[config.mk]
export PLATFORM = sky130hd
export DESIGN_NAME = bpsk_bit_serializer
export DESIGN_NICKNAME = d
export VERILOG_FILES = /design/src/rtl/bpsk_pkg.sv /design/src/rtl/prbs7_gen.sv /design/src/rtl/bpsk_bit_serializer.sv
export SDC_FILE = /design/constraint.sdc
export NUM_CORES = 1
export LEC_CHECK = 0
export ABC_CLOCK_PERIOD_IN_PS = 2100
export CAP_MARGIN = 15
export CORE_AREA = 2 2 54 56
export CTS_CLUSTER_SIZE = 28
export DETAILED_ROUTE_END_ITERATION = 10
export DIE_AREA = 0 0 56 58
export PLACE_DENSITY = 0.84
export SLEW_MARGIN = 20
export SYNTH_ARGS = -nofsm -noshare
export SYNTH_HDL_FRONTEND = slang
export SYNTH_SLANG_ARGS = --single-unit
[constraint.sdc]
create_clock -name clk -period 2.1 [get_ports clk]
set_input_delay 0.42 -clock clk [delete_from_list [all_inputs] [get_ports clk]]
set_output_delay 0.42 -clock clk [all_outputs]
set_load 0.1 [all_outputs]
[src/rtl/bpsk_pkg.sv]
// Shared definitions for the BPSK transmit serializer: default widths,
// PRBS-7 idle-pattern constants and the antipodal bit-to-symbol mapping.
package bpsk_pkg;

   localparam int SYM_W_DEF = 16;
   localparam int AMP_DEF   = 8191;

   // PRBS-7, x^7 + x^6 + 1: the feedback bit is s[6] ^ s[5]
   localparam logic [6:0] PRBS7_SEED  = 7'h7F;
   localparam int         PRBS7_TAP_A = 6;
   localparam int         PRBS7_TAP_B = 5;

   // What a symbol strobe does this cycle
   typedef enum logic [1:0] {
      EMIT_NONE  = 2'd0,
      EMIT_SHIFT = 2'd1,
      EMIT_LOAD  = 2'd2,
      EMIT_IDLE  = 2'd3
   } emit_kind_t;

   // Bit 0 maps to +amp and bit 1 to -amp, returned at 32-bit signed width
   function automatic logic signed [31:0] bpsk_map(input logic b, input int amp);
      logic signed [31:0] v;
      v = amp;
      return b ? -v : v;
   endfunction

endpackage

[src/rtl/prbs7_gen.sv]
// PRBS-7 idle-bit generator (x^7 + x^6 + 1). bit_o is the next sequence bit;
// the register steps only when adv is high.
module prbs7_gen
   import bpsk_pkg::*;
(
   input  logic clk,
   input  logic rst,
   input  logic adv,
   output logic bit_o
);

   logic [6:0] r_state;

   assign bit_o = r_state[PRBS7_TAP_A] ^ r_state[PRBS7_TAP_B];

   always_ff @(posedge clk or posedge rst) begin
      if (rst) begin
         r_state <= PRBS7_SEED;
      end else if (adv) begin
         r_state <= {r_state[5:0], bit_o};
      end
   end

endmodule

[src/rtl/bpsk_bit_serializer.sv]
// MSB-first bit serializer with a one-word holding register and BPSK symbol map.
// Define BPSK_SER_IDLE_PRBS_EN to fill underrun strobes with PRBS-7 instead of 0.
module bpsk_bit_serializer
   import bpsk_pkg::*;
#(
   parameter int DATA_W = 8,
   parameter int SYM_W  = SYM_W_DEF,
   parameter int AMP    = AMP_DEF
) (
   input  logic                    clk,
   input  logic                    rst,
   input  logic                    en,
   input  logic [DATA_W-1:0]       din,
   input  logic                    din_valid,
   output logic                    din_ready,
   output logic                    bit_out,
   output logic signed [SYM_W-1:0] sym_out,
   output logic                    sym_valid,
   output logic                    underrun
);

   localparam int CW = $clog2(DATA_W);
   localparam logic [CW-1:0] CNT_LAST = CW'(DATA_W - 1);

   logic [DATA_W-1:0]  r_hold;
   logic               r_hold_full;
   logic [DATA_W-1:0]  r_sh;
   logic [CW-1:0]      r_cnt;

   emit_kind_t         w_kind;
   logic               w_accept;
   logic               w_idle_bit;
   logic               w_emit_bit;
   logic signed [31:0] w_sym_full;

   assign din_ready = ~r_hold_full;
   assign w_accept  = din_valid & ~r_hold_full;

`ifdef BPSK_SER_IDLE_PRBS_EN
   prbs7_gen u_prbs7_gen (
      .clk   (clk),
      .rst   (rst),
      .adv   (w_kind == EMIT_IDLE),
      .bit_o (w_idle_bit)
   );
`else
   assign w_idle_bit = 1'b0;
`endif

   always_comb begin
      w_kind = EMIT_NONE;
      if (en) begin
         if (r_cnt != '0) begin
            w_kind = EMIT_SHIFT;
         end else if (r_hold_full) begin
            w_kind = EMIT_LOAD;
         end else begin
            w_kind = EMIT_IDLE;
         end
      end
   end

   always_comb begin
      w_emit_bit = 1'b0;
      case (w_kind)
         EMIT_SHIFT: w_emit_bit = r_sh[DATA_W-1];
         EMIT_LOAD:  w_emit_bit = r_hold[DATA_W-1];
         EMIT_IDLE:  w_emit_bit = w_idle_bit;
         default:    w_emit_bit = 1'b0;
      endcase
   end

   assign w_sym_full = bpsk_map(w_emit_bit, AMP);

   always_ff @(posedge clk or posedge rst) begin
      if (rst) begin
         r_hold      <= '0;
         r_hold_full <= 1'b0;
         r_sh        <= '0;
         r_cnt       <= '0;
         bit_out     <= 1'b0;
         sym_out     <= '0;
         sym_valid   <= 1'b0;
         underrun    <= 1'b0;
      end else begin
         sym_valid <= en;
         underrun  <= (w_kind == EMIT_IDLE);

         if (w_kind != EMIT_NONE) begin
            bit_out <= w_emit_bit;
            sym_out <= w_sym_full[SYM_W-1:0];
         end

         case (w_kind)
            EMIT_SHIFT: begin
               r_sh  <= r_sh << 1;
               r_cnt <= r_cnt - CW'(1);
            end
            EMIT_LOAD: begin
               r_sh        <= r_hold << 1;
               r_cnt       <= CNT_LAST;
               r_hold_full <= 1'b0;
            end
            default: ;
         endcase

         // Accept needs an empty hold register and a load needs a full one,
         // so the two hold_full updates never collide.
         if (w_accept) begin
            r_hold      <= din;
            r_hold_full <= 1'b1;
         end
      end
   end

endmodule

==> flow_summary.json <==
{
  "outcome": "finished, final reports clean",
  "postRouteAntennaNets": 0,
  "clock_path_buffers": 2,
  "worst_pin_slew_ns": 0.334,
  "maxSlewViolCount": 0,
  "wl_met3_um": 146,
  "fp-row-count": 19,
  "drc": 0,
  "finalWirelength_um": 2120,
  "layout.nets": 144,
  "core_area_um2": 2660,
  "worstPathRequired_ns": 2.32,
  "utilization_pct": 59.4,
  "cts_setup_buffers": 0,
  "post-dp-hpwl_um": 1610,
  "end_kind": "flop",
  "period_minus_slack_ns": 1.85,
  "m1WireLength_um": 824,
  "cts_tree": "done",
  "power_mw": 2.12,
  "cp.depth": 8,
  "antenna_found_initial": 0,
  "grt_pass1_wl_um": 3750,
  "gp_congestion": 0.721,
  "viasPerCell": 4.91,
  "io_pins": 32,
  "htreeDepth": 1,
  "skew_ns": 0.00334,
  "stdcell_area_um2": 1580,
  "setup.worst_path.start_class": "flop",
  "cts.sinks": 24,
  "antennaDiodeCount": 0,
  "avgSynthCellArea_um2": 11.3,
  "max_freq_mhz": 540,
  "final.setup.tns_ns": 0,
  "synth_cell_types": 22,
  "track_usage_pct": 15.3,
  "grt_pass1_vias": 805,
  "critical_path_class": "flop to flop",
  "wl_per_cell_um": 13.5,
  "cp_data_arrival_time_ns": 2.07,
  "timing.final.crit_share_pct": 88.2,
  "grt_start_max_net_pins": 25,
  "portBuffers": 31,
  "relSlewSlack_pct": 77.9,
  "synth_flop_cell": "dfrtp_1",
  "finalSetupViolations": 0,
  "hp-class": "input port to asynchronous set/reset pin",
  "area_growth_pct": 34.6,
  "place_area_um2": 1540,
  "syn_inst": 104,
  "cts_root_buf": "clkbuf_4",
  "synth_fp_nets": 121,
  "drive_above_1_share_pct": 33.3,
  "vias": 771,
  "first_iter_violations": 12,
  "async_reset_ff_share_pct": 100,
  "grt_overflow": 0,
  "ir_worst_vdd_uv": 714,
  "clk_pin_slew_worst_paths_ns": 0.12,
  "worst-path-max-fanout": 11,
  "power_density_nw_per_um2": 1340,
  "crit_path_top_delay_cell": "dfrtp_1",
  "insertion_delay_ns": 0.31,
  "leakage_nw": 0.791,
  "syn_area_um2": 1180,
  "r2r_cells": 8,
  "die_h_um": 58,
  "top_layer_used": "met4",
  "cp_num_buf_inv": 2,
  "ys_seq_area_share_pct": 51.1,
  "cp_top_family": "adder cells",
  "synth_warnings": 0,
  "finalHoldViolations": 0,
  "dieWidth_um": 56,
  "dieArea_um2": 3250,
  "fillers": 220,
  "cpPeakStageDelay_ns": 0.39,
  "initial_core_util_pct": 44.2,
  "cts_buffers": 3,
  "rsz0062_at_grt": "false",
  "ys_ff_latch": 24,
  "firstDrtPassIters": 4,
  "synth-edff-count": 0,
  "cp_cell_sequence": "inv_1, ha_2, nor2b_2, nand2_1, inv_1, ha_2, nand2b_1, o22a_1",
  "wl_met2_um": 1080,
  "drv_cap": 0
}
registers in the layout, summed over array words and instances (netlist names):
signal and count:
r_sh 7, r_hold_full 1, r_cnt 3, underrun 1, r_hold 8, sym_valid 1, sym_out 3
worst paths after layout:
path / start / end / slack (ns)
worst min register to register: sym_out[0] / sym_out[0] / 0.49
worst max-delay path: r_cnt[0] / sym_out[12] / 0.25
min in group clk: sym_out[0] / sym_out[0] / 0.49
max in group asynchronous: rst / r_sh[3] / 1.40
worst min-delay path: rst / sym_out[12] / 0.46
worst max register to register: r_cnt[0] / sym_out[12] / 0.25
synthesized netlist by cell type, types with 2 or more instances:
cell / n / area, µm²
a21o_1: 2 / 15.0
buf_2: 3 / 15.0
buf_4: 14 / 105
dfrtp_1: 24 / 601
ha_1: 5 / 62.6
inv_1: 8 / 30.0
mux2_2: 7 / 78.8
mux2i_1: 7 / 70.1
nand2_1: 12 / 45.0
nor2b_1: 2 / 12.5
o21ai_0: 9 / 45.0
tightest hold or removal path: cells and delay by family:
kind,cells,cell delay [ns]
buffers and inverters,3,0.78
cell families after synthesis:
logic type,synth area share [%]
buf+inv,13.1
flops,51.1
simple gates,8.94
compound gates,8.94
mux,12.7
fa+ha+maj,5.32
layer usage:
layer  up-vias  track usage, %
li1        368               -
met5         -               0
met2        35            27.4
met1       359            17.2
met4         0            8.16
met3         9            3.13
timing repair:
action / in CTS / in global routing
resized for setup: 0 / 3
endpoints found under the setup margin: 0 / 4
hold buffers: 0 / 0
per-stage QoR:
step	cells	hold slack (ns)	setup WS, ns
after floorplan	104	0.435	0.174
final	157	0.464	0.248
after global routing	157	0.467	0.0391
after global placement	153	0.452	0.143
after detailed placement	153	0.458	0.0846
after CTS	157	0.464	0.148
power breakdown:
| group | internal, mW | switching, mW |
|---|---|---|
| registers | 0.633 | 0.106 |
| logic | 0.423 | 0.717 |
| clock network | 0.106 | 0.133 |
| total | 1.16 | 0.956 |
cells in the final DEF, fill, tap and decap left out, drive strengths merged:
master / instances
and2: 1
clkdlybuf4s50: 11
ha: 5
nand2b: 1
nand4b: 1
mux2i: 7
or2: 1
o21ai: 10
o2bb2a: 1
a21oi: 1
nor2b: 2
dfrtp: 24
o22a: 1
o22ai: 1
a21o: 2
buf: 25
inv: 8
mux2: 7
nor3: 1
nand2: 12
clkbuf: 4
area by class of cell:
| cell class | instances | area [µm²] | share of cell area (%) |
|---|---|---|---|
| Tap cell | 31 | 38.8 | 2.45 |
| Timing Repair Buffer | 36 | 448 | 28.3 |
| Inverter | 8 | 30.0 | 1.90 |
| Sequential cell | 24 | 601 | 37.9 |
| Clock buffer | 4 | 36.3 | 2.29 |
| Multi-Input combinational cell | 54 | 429 | 27.1 |
Note: power is estimated with default switching activity, not from simulation.
